===== config.mk =====
export PLATFORM = sky130hd
export DESIGN_NAME = bus_burst_master
export DESIGN_NICKNAME = d
export VERILOG_FILES = /design/src/rtl/bus_pkg.sv /design/src/rtl/burst_beat_counter.sv /design/src/rtl/bus_burst_master.sv
export SDC_FILE = /design/constraint.sdc
export NUM_CORES = 1
export LEC_CHECK = 0
export BUFFER_PORTS_ARGS = -buffer_cell sky130_fd_sc_hd__buf_2
export CAP_MARGIN = 5
export CORE_MARGIN = 4
export CORE_UTILIZATION = 25
export CTS_BUF_LIST = sky130_fd_sc_hd__clkbuf_2
export DETAILED_ROUTE_END_ITERATION = 10
export PLACE_DENSITY = 0.54
export SYNTH_ARGS = -nofsm -noshare
export SYNTH_HDL_FRONTEND = slang
export SYNTH_SLANG_ARGS = --single-unit

===== constraint.sdc =====
create_clock -name clk -period 3.6 [get_ports clk]
set_input_delay 0.54 -clock clk [delete_from_list [all_inputs] [get_ports clk]]
set_output_delay 0.54 -clock clk [all_outputs]
set_load 0.01 [all_outputs]

===== src/rtl/bus_pkg.sv =====
// Shared definitions for the bus burst master: FSM encoding, control-bus bit map,
// operation modes and the burst-length encoding helper.
package bus_pkg;

  typedef enum logic [2:0] {
    ST_IDLE,
    ST_REQ,
    ST_ADDR,
    ST_SWAIT,
    ST_DATA,
    ST_RELEASE,
    ST_DONE
  } state_t;

  localparam int CTRL_WAIT     = 0;
  localparam int CTRL_WE       = 1;
  localparam int CTRL_BURST_LO = 2;
  localparam int CTRL_BURST_HI = 4;

  localparam logic [1:0] MODE_WR  = 2'b00;
  localparam logic [1:0] MODE_RD  = 2'b01;
  localparam logic [1:0] MODE_VFY = 2'b10;
  localparam logic [1:0] MODE_RSV = 2'b11;

  // Wide enough for a beat index up to 8.
  localparam int IDX_W = 4;

  function automatic logic [2:0] burst_code(input int len);
    case (len)
      1:       burst_code = 3'b000;
      2:       burst_code = 3'b001;
      4:       burst_code = 3'b010;
      8:       burst_code = 3'b011;
      default: burst_code = 3'b000;
    endcase
  endfunction

endpackage


===== src/rtl/burst_beat_counter.sv =====
// Beat index for one burst pass plus the per-beat data pattern (seed + index,
// wrapping at the bus width).
module burst_beat_counter
  import bus_pkg::*;
#(
  parameter int BUS_WIDTH = 32,
  parameter int BURST_LEN = 4
) (
  input  logic                 clk,
  input  logic                 rst,
  input  logic                 clr,
  input  logic                 en,
  input  logic [BUS_WIDTH-1:0] pattern_base,
  output logic                 last,
  output logic [BUS_WIDTH-1:0] pattern
);

  logic [IDX_W-1:0] idx_q;

  always_ff @(posedge clk) begin
    if (rst || clr) begin
      idx_q <= '0;
    end else if (en) begin
      idx_q <= idx_q + IDX_W'(1);
    end
  end

  assign last    = (idx_q == IDX_W'(BURST_LEN - 1));
  assign pattern = pattern_base + BUS_WIDTH'(idx_q);

endmodule


===== src/rtl/bus_burst_master.sv =====
// Burst traffic master: arbitrates for the bus, writes and/or reads back a patterned
// burst, and counts read mismatches. Define BUS_MASTER_TIMEOUT_EN to add a watchdog.
//
//   state      | meaning
//   IDLE       | waiting for start, bus outputs quiet
//   REQ        | requesting the bus until ack
//   ADDR       | one cycle presenting address, burst code and we
//   SWAIT      | waiting for the slave to drop wait
//   DATA       | one beat per non-stalled cycle
//   RELEASE    | one cycle with req low between verify passes
//   DONE       | one-cycle done pulse
module bus_burst_master
  import bus_pkg::*;
#(
  parameter int BUS_WIDTH      = 32,
  parameter int CTRL_WIDTH     = 8,
  parameter int BURST_LEN      = 4,
  parameter int ERR_W          = 8,
  parameter int TIMEOUT_CYCLES = 256
) (
  input  logic                  clk,
  input  logic                  rst,
  input  logic                  start,
  input  logic [1:0]            mode,
  input  logic [BUS_WIDTH-1:0]  base_addr,
  input  logic [BUS_WIDTH-1:0]  pattern_base,
  input  logic                  ack,
  input  logic [BUS_WIDTH-1:0]  bus_in,
  input  logic [CTRL_WIDTH-1:0] ctrl_in,
  output logic                  req,
  output logic [BUS_WIDTH-1:0]  bus_out,
  output logic [CTRL_WIDTH-1:0] ctrl_out,
  output logic                  busy,
  output logic                  done,
  output logic [ERR_W-1:0]      err_count
`ifdef BUS_MASTER_TIMEOUT_EN
  ,
  output logic                  timeout
`endif
);

  state_t               state_q, state_d;
  logic [BUS_WIDTH-1:0] addr_q, pat_q;
  logic                 vfy_q, rd_pass_q;
  logic [ERR_W-1:0]     err_q;
  logic                 wait_s, accept, wd_trip;
  logic                 cnt_clr, cnt_en, beat_last;
  logic [BUS_WIDTH-1:0] beat_data;
  logic                 cmp_miss;
  logic                 unused_ctrl;

  assign wait_s      = ctrl_in[CTRL_WAIT];
  assign unused_ctrl = ^ctrl_in[CTRL_WIDTH-1:1];
  assign accept      = (state_q == ST_IDLE) && start;
  assign cnt_clr     = accept || (state_q == ST_RELEASE);
  assign cnt_en      = (state_q == ST_DATA) && !wait_s;
  assign cmp_miss    = cnt_en && rd_pass_q && (bus_in != beat_data);

  burst_beat_counter #(
    .BUS_WIDTH(BUS_WIDTH),
    .BURST_LEN(BURST_LEN)
  ) u_beat (
    .clk         (clk),
    .rst         (rst),
    .clr         (cnt_clr),
    .en          (cnt_en),
    .pattern_base(pat_q),
    .last        (beat_last),
    .pattern     (beat_data)
  );

`ifdef BUS_MASTER_TIMEOUT_EN
  localparam int WD_W = $clog2(TIMEOUT_CYCLES + 1);
  logic [WD_W-1:0] wd_q;
  logic            wd_run, timeout_q;

  // Counts only consecutive waiting cycles; any progress reloads it.
  assign wd_run  = (state_q == ST_REQ) || (state_q == ST_SWAIT) ||
                   ((state_q == ST_DATA) && wait_s);
  assign wd_trip = wd_run && (wd_q == '0);
  assign timeout = timeout_q;

  always_ff @(posedge clk) begin
    if (rst) begin
      wd_q      <= WD_W'(TIMEOUT_CYCLES - 1);
      timeout_q <= 1'b0;
    end else begin
      if (!wd_run || wd_trip) wd_q <= WD_W'(TIMEOUT_CYCLES - 1);
      else                    wd_q <= wd_q - WD_W'(1);
      if (accept)       timeout_q <= 1'b0;
      else if (wd_trip) timeout_q <= 1'b1;
    end
  end
`else
  logic unused_wd;
  assign wd_trip   = 1'b0;
  assign unused_wd = ^TIMEOUT_CYCLES;
`endif

  always_ff @(posedge clk) begin
    if (rst) begin
      state_q   <= ST_IDLE;
      addr_q    <= '0;
      pat_q     <= '0;
      vfy_q     <= 1'b0;
      rd_pass_q <= 1'b0;
      err_q     <= '0;
    end else begin
      state_q <= state_d;
      if (accept) begin
        addr_q    <= base_addr;
        pat_q     <= pattern_base;
        vfy_q     <= (mode == MODE_VFY);
        rd_pass_q <= (mode == MODE_RD) || (mode == MODE_RSV);
        err_q     <= '0;
      end else begin
        if (state_q == ST_RELEASE) rd_pass_q <= 1'b1;
        if (cmp_miss && (err_q != '1)) err_q <= err_q + ERR_W'(1);
      end
    end
  end

  always_comb begin
    state_d  = state_q;
    req      = 1'b0;
    busy     = (state_q != ST_IDLE);
    done     = 1'b0;
    bus_out  = '0;
    ctrl_out = '0;
    unique case (state_q)
      ST_IDLE: if (start) state_d = ST_REQ;
      ST_REQ: begin
        req = 1'b1;
        if (wd_trip)  state_d = ST_DONE;
        else if (ack) state_d = ST_ADDR;
      end
      ST_ADDR: begin
        req                                    = 1'b1;
        bus_out                                = addr_q;
        ctrl_out[CTRL_BURST_HI:CTRL_BURST_LO]  = burst_code(BURST_LEN);
        ctrl_out[CTRL_WE]                      = ~rd_pass_q;
        state_d                                = ST_SWAIT;
      end
      ST_SWAIT: begin
        req = 1'b1;
        if (wd_trip)     state_d = ST_DONE;
        else if (!wait_s) state_d = ST_DATA;
      end
      ST_DATA: begin
        req = 1'b1;
        if (!rd_pass_q) bus_out = beat_data;
        if (wd_trip) state_d = ST_DONE;
        else if (!wait_s && beat_last)
          state_d = (vfy_q && !rd_pass_q) ? ST_RELEASE : ST_DONE;
      end
      ST_RELEASE: state_d = ST_REQ;
      ST_DONE: begin
        done    = 1'b1;
        state_d = ST_IDLE;
      end
      default: state_d = ST_IDLE;
    endcase
  end

  assign err_count = err_q;

endmodule

==> out/metrics.sh <==
WORSTSETUPSTARTPOINT='u_beat.idx_q[2]'
SYNTH_AREA_LEADER_CELL='sky130_fd_sc_hd__dfxtp_1'
DESIGN.PORTCOUNT=161
PLACE_INST=1104
RRSETUPSLACK_NS=0.24
CLOCKBUFFERDEPTH=2
FOOTPRINT_OF_THE_MULTI_INPUT_GATES_UM2=3380
TIMING.CRITICAL_PATH.ARRIVAL_NS=2.92
FIN_TOTAL_PWR_W=0.00283
CTS_NUM_SINKS=81
CLK_LATENCY_NS=0.64
CRITICAL_PATH.TOP_DELAY_FAMILY='compound AO/OA/AOI/OAI gates'
YOSYSMOSTFREQUENTCELL='sky130_fd_sc_hd__nand2_1'
SYNTH.AREA.TOP_CELLS='sky130_fd_sc_hd__dfxtp_1, sky130_fd_sc_hd__nand2_1, sky130_fd_sc_hd__a21oi_1'
WORST_PATH_MAX_DELAY_CELL='sky130_fd_sc_hd__or3_4'
CRIT_FANOUT=15
YS_SEQ_AREA_SHARE_PCT=30.6
AREA_GROWTH_SYN_TO_LAYOUT_PCT=23.2
WORSTSETUPSTARTPOINTTYPE='flip-flop'
ANTENNA_LEFT=0
GRT_FIRST_PASS_WIRELENGTH_UM=29400
CTS-HOLD-FIX-BUFFERS=0
POST-CTS-SETUP-BUFFERS=0
MAX_FREQ_MHz=289
STATUS='completed'
CRITICAL_PATH_CLASS='reg -> out'
MIN-DELAY-START='pattern_base[12]'
ROWS=52
NFILLCELLS=2284
GRT_OVERFLOW_TOTAL=0
WORST_MIN_PATH_CLASS='in -> reg'
SYN-INSTANCE-COUNT=708
VIA_COUNT=5437
YOSYS-TOP-CELLS-COUNT='sky130_fd_sc_hd__nand2_1, sky130_fd_sc_hd__dfxtp_1, sky130_fd_sc_hd__a21oi_1'
POSTSYNTH.ASYNCRESETSHARE_PCT=0
POST_DRT_VIA_CELL_RATIO=4.83
YS_SEQ_ELEMENTS=81
REGTOREGSTARTPOINT='u_beat.idx_q[2]'
DRC_ERRORS=0
DIE-WIDTH_UM=154
LAYOUT_MIN_CYCLE_TIME_NS=3.46
CRIT-REG2REG-CAPTURE='err_count[6]'
WORST_SLEW_PIN_SLEW_NS=0.747
FINISHED_LAYOUT_CELLS=1126
HOLDWS_NS=0.0973
CRITICAL_PATH.MAX_STAGE_DELAY_NS=0.44
GRT.TOTAL_USAGE_PCT=15.7
CRITPATHREQUIREDTIME_NS=3.06
DIE_HEIGHT_UM=154
IR_DROP_mV=0.278
NETLIST-CELL-TYPE-COUNT=72
INITIAL_CORE_UTIL_PCT=25.7
SYNTH.YOSYS.WARNINGS=0
WORST-PATH-STAGES=7
COUNT_OF_FLIP_FLOPS_WITH_A_BUILT_IN_ENABLE_AFTER_SYNTHESIS=0
WORSTPATHCELLLIST='ha_2, o21ai_1, o21ba_4, or3_4, xor2_1, o21ai_0, buf_2'
STATIC-LEAKAGE-POWER_nW=2.56
TOTALWIRELENGTH_UM=19100
MAX_CAP_VIOL_COUNT=0
PLACE_WS_NS=0.149
TIMING_HOLD_VIOLATIONS_FINAL=0
SYNTH_TOP_AREA_SHARE_PCT=30.6
DIEAREA_UM2=23600
FIRST_GLOBAL_VIAS=5264
GP_CONGESTION=0.918
DRTPASS1ITERATIONS=5
POST_ROUTE_CELLS_DRIVE_ABOVE_1_SHARE_PCT=26.8
WL_PER_CELL_UM=16.9
MAXIMUM_NUMBER_OF_PINS_ON_ONE_NET_BEFORE_GLOBAL_ROUTE_REPAIR=66
GRT_ANTENNA_BEFORE_REPAIR=2
SETUP_WS_NS=0.139
DPL.HPWL_UM=14800
DETAILEDROUTE.FIRSTITERATIONVIOLATIONS=241
FIN_NETS=962
TIMING.FINAL.MAX_SLEW_VIOLATIONS=0
DOMINANT_REGISTER_CELL_IN_THE_SYNTHESIZED_NETLIST='sky130_fd_sc_hd__dfxtp_1'
POWER.DENSITY_CELL_AREA_nW_PER_UM2=434
CTSHTREEMAXLEVEL=3
IO_BUFFER_COUNT=147
TIMING.CRITICAL_PATH.TO_TYPE='output port'
SYN_AREA_PER_CELL_UM2=7.48
FINALCLOCKSKEW_NS=0.0351
CRITPATHBUFINV=1
CTS_TREE='done'
CTSROOTBUFFERMASTER='sky130_fd_sc_hd__clkbuf_2'
CTS_MADE_BUFFERS=9
SYNTH.CELL_AREA_UM2=5290
REL_SLEW_SLACK_PCT=50.2
CLKTRANSATPATHREGS_NS=0.24
SEQ_AREA_UM2=1620
WORST_R2R_PATH_DEPTH=12
CORE_BOX_AREA_UM2=20600
CRITICAL_PATH.ENDPOINT='bus_out[21]'
TIMING.FINAL.SETUP_VIOLATIONS=0
TIMING.FINAL.CRIT_SHARE_PCT=96.1
sequential cells by signal (all words and copies together), names as in the netlist:
register / flops
addr_q: 32
err_count: 8
state_q: 3
vfy_q: 1
u_beat.idx_q: 4
pat_q: 32
rd_pass_q: 1
worst register-to-register path, stage by stage, from the launching register on:
cell,delay (ns)
sky130_fd_sc_hd__dfxtp_1,0.41
sky130_fd_sc_hd__ha_2,0.41
sky130_fd_sc_hd__o21ai_1,0.11
sky130_fd_sc_hd__o21ba_4,0.32
sky130_fd_sc_hd__nor4_2,0.29
sky130_fd_sc_hd__buf_4,0.17
sky130_fd_sc_hd__xnor3_1,0.29
sky130_fd_sc_hd__o2111ai_1,0.15
sky130_fd_sc_hd__nor4_1,0.10
sky130_fd_sc_hd__and4_1,0.20
sky130_fd_sc_hd__buf_12,0.16
sky130_fd_sc_hd__or4b_1,0.50
sky130_fd_sc_hd__and3_1,0.19
power breakdown:
part           total (W)  internal, W  switching (W)  leakage (nW)
combinational    0.00104     0.000406       0.000637          1.82
sequential       0.00120      0.00104       0.000166         0.663
clock           0.000581     0.000234       0.000348        0.0782
cell type report:
class / instances / area share [%]
inverters: 7 / 0.403
repair buffers: 179 / 15.3
clock buffers: 11 / 0.844
multi-input cells: 567 / 51.9
clock inverters: 5 / 1.23
diodes: 6 / 0.230
flip-flops and latches: 81 / 24.9
well taps: 270 / 5.18
layout by cell type (no fill, tap or decap), types with 6 or more instances in the layout:
cell                       count
sky130_fd_sc_hd__a21oi_1      79
sky130_fd_sc_hd__buf_2       147
sky130_fd_sc_hd__nand3_1      15
sky130_fd_sc_hd__xnor2_1      37
sky130_fd_sc_hd__nand2_1     183
sky130_fd_sc_hd__and3_1       14
sky130_fd_sc_hd__inv_1         7
sky130_fd_sc_hd__dfxtp_1      80
sky130_fd_sc_hd__nor3_1        9
sky130_fd_sc_hd__o21ai_0      36
sky130_fd_sc_hd__conb_1        6
sky130_fd_sc_hd__nand2b_1      7
sky130_fd_sc_hd__nor2b_1       6
sky130_fd_sc_hd__nand4_1       9
sky130_fd_sc_hd__buf_4        30
sky130_fd_sc_hd__xor2_1       22
sky130_fd_sc_hd__nor4_1        7
sky130_fd_sc_hd__clkbuf_2     11
sky130_fd_sc_hd__nor2_1       28
sky130_fd_sc_hd__diode_2       6
kinds of logic (layout without fill, tap and decap cells):
family,Yosys count,after routing,share of synthesized area [%]
AO/OA/AOI/OAI,163,163,18.6
AND/OR/NAND/NOR,323,323,29.9
adder cells (fa/ha/maj),7,7,1.80
XOR/XNOR,63,63,11.2
multiplexers,5,5,0.969
flip-flops,81,81,30.6
other,1,12,0.0709
buffers and inverters,65,202,6.76
how the worst min path moves through the flow:
stage                             to  slack, ns  depth (start not counted)
after floorplan           addr_q[10]       0.44                          2
after global placement     addr_q[6]       0.44                          2
after detailed placement  addr_q[16]       0.45                          2
after CTS                 addr_q[25]       0.04                          3
after global routing      addr_q[25]      -0.02                          3
final                      pat_q[12]        0.1                          3
per-layer routing:
layer	routed length [µm]	track usage, %	part of all wire, %	up-vias
met4	280	3.57	1.5	0
met2	9030	25.8	47	181
li1	-	-	-	2725
met1	8440	20.3	44	2516
met3	1330	4.92	7.0	15
met5	0	0	0	-
metrics by stage:
stage / area, µm² / TNS, ns / util [%]
after floorplan: 5310 / 0 / -
after global placement: 6330 / 0 / 30.8
after detailed placement: 6330 / 0 / 30.8
after CTS: 6470 / 0 / 31.5
after global routing: 6520 / -0.411 / 31.7
final: 6520 / 0 / 31.7
timing repair:
action / CTS / global route
pin swaps: 0 / 1
endpoints found under the setup margin: 4 / 24
gates resized for setup: 2 / 11
Note: power is estimated with default switching activity, not from simulation.
